[config.mk]
export PLATFORM = sky130hd
export DESIGN_NAME = rsbus_r2d_frame_buffer
export DESIGN_NICKNAME = d
export VERILOG_FILES = /design/src/rtl/rsbus_r2d_frame_buffer.sv
export SDC_FILE = /design/constraint.sdc
export NUM_CORES = 2
export LEC_CHECK = 0
export CORE_MARGIN = 2
export CORE_UTILIZATION = 30
export CTS_CLUSTER_SIZE = 28
export DETAILED_ROUTE_END_ITERATION = 12
export MAX_ROUTING_LAYER = met4
export PLACE_DENSITY_LB_ADDON = 0.3
export SETUP_SLACK_MARGIN = 0.5
export SYNTH_ARGS = -nofsm -noshare
export SYNTH_HDL_FRONTEND = slang
export SYNTH_SLANG_ARGS = --single-unit
[constraint.sdc]
create_clock -name clk -period 7.04 [get_ports clk]
set_input_delay 0.704 -clock clk [delete_from_list [all_inputs] [get_ports clk]]
set_output_delay 0.704 -clock clk [all_outputs]
set_load 0.01 [all_outputs]
[src/rtl/rsbus_r2d_frame_buffer.sv]
// Frame buffer between the ring-to-device extractor and the device port: short/long slot queues, whole-frame replay.
// Optional overflow drop and sticky o_err when RSBUS_R2D_FRAME_BUFFER_OVF_CHECK_EN is defined.
module rsbus_r2d_frame_buffer #(
    parameter int S_LEN   = 2,
    parameter int L_LEN   = 9,
    parameter int S_DEPTH = 4,
    parameter int L_DEPTH = 2
) (
    input  logic        clk,
    input  logic        rst,
    input  logic        frm_i_stb,
    input  logic        frm_i_sof,
    input  logic [3:0]  frm_i_iid,
    input  logic [71:0] frm_i_bus,
    output logic [1:0]  frm_i_rdy,
    output logic        dev_o_stb,
    output logic        dev_o_sof,
    output logic        dev_o_len,
    output logic [3:0]  dev_o_iid,
    output logic [71:0] dev_o_bus,
    input  logic        dev_i_ack,
    output logic        o_err
);
    // state  | meaning
    // IDLE   | no frame being replayed; arbitrate between queues
    // SEND_S | replaying the short slot at s_rd_ptr
    // SEND_L | replaying the long slot at l_rd_ptr
    typedef enum logic [1:0] {IDLE, SEND_S, SEND_L} state_t;

    localparam int SPW = $clog2(S_DEPTH);
    localparam int LPW = $clog2(L_DEPTH);
    localparam int SCW = $clog2(S_DEPTH + 1);
    localparam int LCW = $clog2(L_DEPTH + 1);
    localparam int SIW = $clog2(S_LEN);
    localparam int LIW = $clog2(L_LEN);
    localparam int IW  = (SIW > LIW) ? SIW : LIW;

    logic [71:0]        s_mem [S_DEPTH][S_LEN];
    logic [71:0]        l_mem [L_DEPTH][L_LEN];
    logic [3:0]         s_iid [S_DEPTH];
    logic [3:0]         l_iid [L_DEPTH];
    logic [S_DEPTH-1:0] s_vld;
    logic [L_DEPTH-1:0] l_vld;
    logic [SCW-1:0]     s_count;
    logic [LCW-1:0]     l_count;
    logic [SPW-1:0]     s_wr_ptr, s_wr_slot, s_rd_ptr;
    logic [LPW-1:0]     l_wr_ptr, l_wr_slot, l_rd_ptr;
    logic               wr_active, wr_long;
    logic [IW-1:0]      wr_idx, rd_idx;
    logic               rr_long_last;
    state_t             state, state_nx;

    logic sof_in, sof_long, accept, cont, wr_last, close;
    logic s_inc, l_inc, s_dec, l_dec, rd_last, fire;

    assign sof_in   = frm_i_stb && frm_i_sof;
    assign sof_long = frm_i_bus[39];
`ifdef RSBUS_R2D_FRAME_BUFFER_OVF_CHECK_EN
    logic q_full, err_q;
    assign q_full = sof_long ? (l_count == LCW'(L_DEPTH)) : (s_count == SCW'(S_DEPTH));
    assign accept = sof_in && !q_full;

    always_ff @(posedge clk) begin
        if (rst)
            err_q <= 1'b0;
        else if (sof_in && q_full)
            err_q <= 1'b1;
    end
    assign o_err = err_q;
`else
    assign accept = sof_in;
    assign o_err  = 1'b0;
`endif

    // A new sof or a dropped stb also closes the open frame; missing words replay as whatever the slot held.
    assign cont    = wr_active && frm_i_stb && !frm_i_sof;
    assign wr_last = cont && (wr_idx == (wr_long ? IW'(L_LEN - 1) : IW'(S_LEN - 1)));
    assign close   = wr_active && (!frm_i_stb || frm_i_sof || wr_last);
    assign s_inc   = accept && !sof_long;
    assign l_inc   = accept && sof_long;

    assign fire    = dev_o_stb && dev_i_ack;
    assign rd_last = (state == SEND_L) ? (rd_idx == IW'(L_LEN - 1)) : (rd_idx == IW'(S_LEN - 1));
    assign s_dec   = fire && (state == SEND_S) && rd_last;
    assign l_dec   = fire && (state == SEND_L) && rd_last;

    assign frm_i_rdy = rst ? 2'b00 : {l_count <= LCW'(L_DEPTH - 2), s_count <= SCW'(S_DEPTH - 2)};

    always_ff @(posedge clk) begin
        if (accept) begin
            if (sof_long) begin
                l_mem[l_wr_ptr][0] <= frm_i_bus;
                l_iid[l_wr_ptr]    <= frm_i_iid;
            end else begin
                s_mem[s_wr_ptr][0] <= frm_i_bus;
                s_iid[s_wr_ptr]    <= frm_i_iid;
            end
        end
        if (cont) begin
            if (wr_long)
                l_mem[l_wr_slot][wr_idx[LIW-1:0]] <= frm_i_bus;
            else
                s_mem[s_wr_slot][wr_idx[SIW-1:0]] <= frm_i_bus;
        end
    end

    always_ff @(posedge clk) begin
        if (rst) begin
            wr_active <= 1'b0;
            wr_long   <= 1'b0;
            wr_idx    <= '0;
            s_wr_ptr  <= '0;
            l_wr_ptr  <= '0;
            s_wr_slot <= '0;
            l_wr_slot <= '0;
            s_vld     <= '0;
            l_vld     <= '0;
            s_count   <= '0;
            l_count   <= '0;
        end else begin
            if (close) begin
                wr_active <= 1'b0;
                if (wr_long)
                    l_vld[l_wr_slot] <= 1'b1;
                else
                    s_vld[s_wr_slot] <= 1'b1;
            end
            if (s_dec)
                s_vld[s_rd_ptr] <= 1'b0;
            if (l_dec)
                l_vld[l_rd_ptr] <= 1'b0;
            if (cont)
                wr_idx <= wr_idx + 1'b1;
            if (accept) begin
                wr_active <= 1'b1;
                wr_long   <= sof_long;
                wr_idx    <= IW'(1);
                if (sof_long) begin
                    l_wr_slot <= l_wr_ptr;
                    l_wr_ptr  <= (l_wr_ptr == LPW'(L_DEPTH - 1)) ? '0 : l_wr_ptr + 1'b1;
                end else begin
                    s_wr_slot <= s_wr_ptr;
                    s_wr_ptr  <= (s_wr_ptr == SPW'(S_DEPTH - 1)) ? '0 : s_wr_ptr + 1'b1;
                end
            end
            case ({s_inc, s_dec})
                2'b10:   s_count <= s_count + 1'b1;
                2'b01:   s_count <= s_count - 1'b1;
                default: s_count <= s_count;
            endcase
            case ({l_inc, l_dec})
                2'b10:   l_count <= l_count + 1'b1;
                2'b01:   l_count <= l_count - 1'b1;
                default: l_count <= l_count;
            endcase
        end
    end

    always_ff @(posedge clk) begin
        if (rst) begin
            state        <= IDLE;
            rd_idx       <= '0;
            s_rd_ptr     <= '0;
            l_rd_ptr     <= '0;
            rr_long_last <= 1'b1;
        end else begin
            state <= state_nx;
            if (fire)
                rd_idx <= rd_last ? '0 : rd_idx + 1'b1;
            if (s_dec) begin
                s_rd_ptr     <= (s_rd_ptr == SPW'(S_DEPTH - 1)) ? '0 : s_rd_ptr + 1'b1;
                rr_long_last <= 1'b0;
            end
            if (l_dec) begin
                l_rd_ptr     <= (l_rd_ptr == LPW'(L_DEPTH - 1)) ? '0 : l_rd_ptr + 1'b1;
                rr_long_last <= 1'b1;
            end
        end
    end

    always_comb begin
        state_nx  = state;
        dev_o_stb = 1'b0;
        dev_o_sof = 1'b0;
        dev_o_len = 1'b0;
        dev_o_iid = 4'd0;
        dev_o_bus = '0;
        case (state)
            IDLE: begin
                if (s_vld[s_rd_ptr] && (!l_vld[l_rd_ptr] || rr_long_last))
                    state_nx = SEND_S;
                else if (l_vld[l_rd_ptr])
                    state_nx = SEND_L;
            end
            SEND_S: begin
                dev_o_stb = !rst;
                dev_o_sof = (rd_idx == '0);
                dev_o_iid = s_iid[s_rd_ptr];
                dev_o_bus = s_mem[s_rd_ptr][rd_idx[SIW-1:0]];
                if (s_dec)
                    state_nx = IDLE;
            end
            SEND_L: begin
                dev_o_stb = !rst;
                dev_o_sof = (rd_idx == '0);
                dev_o_len = 1'b1;
                dev_o_iid = l_iid[l_rd_ptr];
                dev_o_bus = l_mem[l_rd_ptr][rd_idx[LIW-1:0]];
                if (l_dec)
                    state_nx = IDLE;
            end
            default: state_nx = IDLE;
        endcase
    end
endmodule

==> results.py <==
metrics = {
    "status": {
        "result_of_the_run": "finished, final reports clean",
    },
    "setup_path": {
        "worstPathRequired_ns": 6.34,
        "capturing_point_of_the_worst_reg2reg_path": "l_mem[0][405]$_DFFE_PP_",
        "worstSetupEndpointType": "primary output",
        "worst-r2r-setup-slack_ns": 3.06,
        "worst-endpoint-arrival_ns": 4.98,
        "regToRegStartpoint": "wr_idx[0]$_SDFFE_PP0P_",
        "setup.worst_path.end": "dev_o_bus[41]",
        "worstRegToRegCells": 7,
        "timing.critical_path.fanout_max": 129,
        "worst-setup-path-type": "reg -> out",
        "crit_path_start_kind": "register",
    },
    "clocking": {
        "tritoncts": "done",
        "ctsResizeCount": 0,
        "cts-root-to-sink-buffers": 3,
        "cts.repair_timing.setup_buffer_count": 0,
        "htreeDepth": 4,
        "clk_pin_slew_ns": 0.06,
        "cts_hold_fix_bufs": 0,
        "clock_latency_ns": 0.82,
        "cts.sink_count": 1932,
        "cts_root_buffer": "sky130_fd_sc_hd__clkbuf_16",
        "cts_buffers": 195,
    },
    "die": {
        "core_area_mm2": 0.249,
        "die_width_um": 504,
        "die_h_um": 504,
        "row_count": 183,
        "die_area_mm2": 0.254,
        "num_io_pins": 163,
        "start_util": 0.302,
    },
    "cells_and_area": {
        "stdcell_area_mm2": 0.0869,
        "multiInputGateArea_mm2": 0.0166,
        "sequential_cell_area_mm2": 0.0577,
        "final_layout_size_suffix_gt1_frac": 0.163,
        "nNetsFinal": 4290,
        "area_growth_pct": 15.6,
        "fill_cells": 23385,
    },
    "synth": {
        "synthDistinctLibCells": 59,
        "synth_area_per_cell_um2": 18.8,
        "synth_fp_nets": 4101,
        "adder_cell_share_of_the_synthesized_area": 0.00326,
        "post_synth_xor_area_fraction": 0.000683,
        "post_synthesis_compound_gate_area_fraction": 0.0684,
        "async_reset_ff_frac": 0,
        "yosys.area_share.simple": 0.0232,
        "synth-edff-count": 1896,
        "synth.cell_area_mm2": 0.0751,
        "synth_top_family_by_area": "multiplexers",
        "syn-instance-count": 4001,
        "postSynthRegisterBits": 1932,
        "ys_warn_count": 0,
        "muxShareOfSynthArea": 0.122,
        "synthFlopType": "sky130_fd_sc_hd__edfxtp_1",
        "synth_seq_area_share": 0.768,
    },
    "global_route": {
        "grt_max_degree": 162,
        "grt_pass1_vias": 38594,
        "grt_residual_overflow": 0,
        "grt_first_pass_wirelength_mm": 271,
        "globalRouteTotalUtil": 0.147,
        "grt_antenna_before_repair": 11,
    },
    "power_and_ir_drop": {
        "switching_power_mw": 4.73,
        "total_power_mw": 23.0,
        "share_comb_of_total_power": 0.021,
        "share_of_power_burned_in_registers": 0.553,
        "max-vdd-ir-drop_uv": 229,
        "share_clk_of_total_power": 0.426,
        "power.switching_fraction": 0.206,
        "power_density_mw_per_mm2": 264,
        "cellInternalPower_mw": 18.2,
        "p_leak_nw": 25.2,
    },
    "sta": {
        "fin_tns_setup_ns": 0,
        "post-route-min-period_ns": 5.69,
        "finalMaxSlewViolations": 0,
        "max_freq_mhz": 176,
        "finClkSkew_ns": 0.0312,
        "rsz0062_at_grt": "false",
        "layout_worst_path_cycle_share": 0.808,
        "timing.hold.ws_ns": 0.463,
        "timing_worst_slew_pin_value_ns": 1.26,
        "timing.slew.headroom": 0.154,
        "final-setup-viol-count": 0,
        "final.setup.worst_slack_ns": 1.35,
        "report.final.hold_viol_count": 0,
    },
    "drt": {
        "routed_wirelength_mm": 186,
        "post_detailed_route_via_to_cell_ratio": 4.91,
        "detail_route.wl_per_cell_um": 24.2,
        "drc_errors": 0,
        "drt_first_iter_violations": 3023,
        "antenna_violating_nets_post_route": 0,
        "count_of_vias_placed_by_the_detailed_router": 37785,
        "total_iterations_of_the_first_detailed_routing_run": 5,
    },
    "job": {
        "cap_viol_max_count": 0,
    },
    "place": {
        "gp_routability_congestion": 0.735,
        "detailed_place.area_mm2": 0.0809,
        "setup_slack_after_placement_ns": 2.31,
        "detailed_placer_s_ending_hpwl_mm": 103,
        "io_buffer_count": 161,
    },
    "worst_hold_path": {
        "holdCritPathClass": "reg -> reg",
    },
}
==> state kept, by name, summed over array words and instances (netlist names), 2 cells and up, named ones only <==
name	cells
s_wr_ptr	2
s_rd_ptr	2
s_iid	16
l_vld	2
rd_idx	4
l_mem	1296
state	2
s_vld	4
s_count	3
l_iid	8
wr_idx	4
s_mem	576
s_wr_slot	2
l_count	2
==> cell usage after synthesis (11+ instances only) <==
cell | instances | share of area
sky130_fd_sc_hd__inv_1 | 17 | 0.00085
sky130_fd_sc_hd__o22a_1 | 87 | 0.010
sky130_fd_sc_hd__mux2_2 | 178 | 0.027
sky130_fd_sc_hd__mux4_2 | 149 | 0.045
sky130_fd_sc_hd__a2111oi_0 | 31 | 0.0036
sky130_fd_sc_hd__dfxtp_1 | 36 | 0.0096
sky130_fd_sc_hd__a21oi_1 | 127 | 0.0085
sky130_fd_sc_hd__a31oi_1 | 30 | 0.0025
sky130_fd_sc_hd__a22o_1 | 25 | 0.0029
sky130_fd_sc_hd__o22ai_1 | 130 | 0.011
sky130_fd_sc_hd__buf_2 | 83 | 0.0055
sky130_fd_sc_hd__o31ai_1 | 48 | 0.0048
sky130_fd_sc_hd__a22oi_1 | 52 | 0.0052
sky130_fd_sc_hd__edfxtp_1 | 1896 | 0.76
sky130_fd_sc_hd__nor2_1 | 101 | 0.0050
sky130_fd_sc_hd__nor3_1 | 49 | 0.0033
sky130_fd_sc_hd__and3_1 | 14 | 0.0012
sky130_fd_sc_hd__a21boi_0 | 47 | 0.0047
sky130_fd_sc_hd__mux2i_1 | 381 | 0.051
sky130_fd_sc_hd__nand2_1 | 17 | 0.00085
sky130_fd_sc_hd__o21ai_0 | 48 | 0.0032
sky130_fd_sc_hd__clkbuf_1 | 149 | 0.0074
sky130_fd_sc_hd__a211oi_1 | 105 | 0.010
sky130_fd_sc_hd__ha_1 | 18 | 0.0030
sky130_fd_sc_hd__buf_1 | 11 | 0.00055
sky130_fd_sc_hd__nor2b_1 | 109 | 0.0091
==> cell families after synthesis <==
kind of cell,count (synthesis)
AOI/OAI and AO/OA,743
xor gates and xnor gates,5
adders and majority gates,19
buffers and inverters,264
DFF,1932
muxes,708
other,1
and+or+nand+nor,329
==> worst max-delay path: stages, from the launching register on <==
cell                              delay [ns]
sky130_fd_sc_hd__dfxtp_4                0.72
sky130_fd_sc_hd__buf_12                 0.63
sky130_fd_sc_hd__buf_12                 0.54
sky130_fd_sc_hd__mux2i_1                0.19
sky130_fd_sc_hd__o22ai_1                0.19
sky130_fd_sc_hd__nor2_1                 0.07
sky130_fd_sc_hd__o22a_1                 0.23
sky130_fd_sc_hd__a21oi_1                0.52
sky130_fd_sc_hd__clkdlybuf4s50_1        0.66
==> per-layer routing <==
layer | GRT usage | wire length, µm
met5 | - | 0
met4 | 0.0302 | 2970
met3 | 0.0239 | 8430
met2 | 0.233 | 89200
met1 | 0.200 | 85200
==> worst min path at each step <==
| stage | start | endpoint | slack [ns] | cells after the start |
|---|---|---|---|---|
| 2_1_floorplan | rr_long_last$_SDFFE_PP1P_ | rr_long_last$_SDFFE_PP1P_ | 0.43 | 1 |
| 3_3_place_gp | rr_long_last$_SDFFE_PP1P_ | rr_long_last$_SDFFE_PP1P_ | 0.44 | 1 |
| 5_1_grt | rr_long_last$_SDFFE_PP1P_ | rr_long_last$_SDFFE_PP1P_ | 0.49 | 1 |
| 4_1_cts | rr_long_last$_SDFFE_PP1P_ | rr_long_last$_SDFFE_PP1P_ | 0.46 | 1 |
| 6_report | rr_long_last$_SDFFE_PP1P_ | rr_long_last$_SDFFE_PP1P_ | 0.46 | 1 |
| 3_5_place_dp | rr_long_last$_SDFFE_PP1P_ | rr_long_last$_SDFFE_PP1P_ | 0.45 | 1 |
==> layout by cell type (no fill, tap or decap), drive strengths merged, types with 5 or more instances in the layout <==
master | synthesis | layout
and3 | 14 | 14
nand2 | 17 | 17
clkdlybuf4s50 | 0 | 161
a21oi | 128 | 128
inv | 17 | 28
a22oi | 52 | 52
dfxtp | 36 | 36
o22ai | 130 | 130
o21ai | 49 | 49
bufinv | 0 | 7
diode | 0 | 8
o31ai | 48 | 48
a31oi | 30 | 30
mux4 | 149 | 149
o22a | 87 | 87
edfxtp | 1896 | 1896
a21boi | 47 | 47
nor2b | 109 | 109
clkinv | 0 | 83
mux2i | 381 | 381
nor3 | 49 | 49
clkbuf | 149 | 254
mux2 | 178 | 178
nor2 | 101 | 101
a211oi | 105 | 105
a2111oi | 32 | 32
and2 | 8 | 8
a22o | 25 | 25
buf | 98 | 78
ha | 18 | 18
nand2b | 5 | 5
==> layout make-up <==
cell class | instances | area share
clock buffer | 254 | 0.0591
timing repair buffer | 239 | 0.0276
inverter | 17 | 0.000735
clock inverter | 104 | 0.00941
sequential | 1932 | 0.664
antenna | 8 | 0.000230
tap | 3330 | 0.0480
multi-input combinational | 1805 | 0.191
==> per-stage QoR <==
stage                util  instances
floorplan               -       4001
global placement    0.325       7323
detailed placement  0.325       7323
CTS                 0.349       7681
global route        0.349       7688
finish              0.349       7689
==> power by group through the flow <==
| stage | registers (mW) | logic [mW] | clock network, mW |
|---|---|---|---|
| 2_1_floorplan | 12.9 | 0.157 | 0 |
| 3_3_place_gp | 12.9 | 0.467 | 0 |
| 3_5_place_dp | 12.9 | 0.481 | 0 |
| 4_1_cts | 12.7 | 0.482 | 10.0 |
| 5_1_grt | 12.7 | 0.514 | 10.5 |
| 6_report | 12.7 | 0.473 | 9.79 |
(Power assumes the default switching activity.)
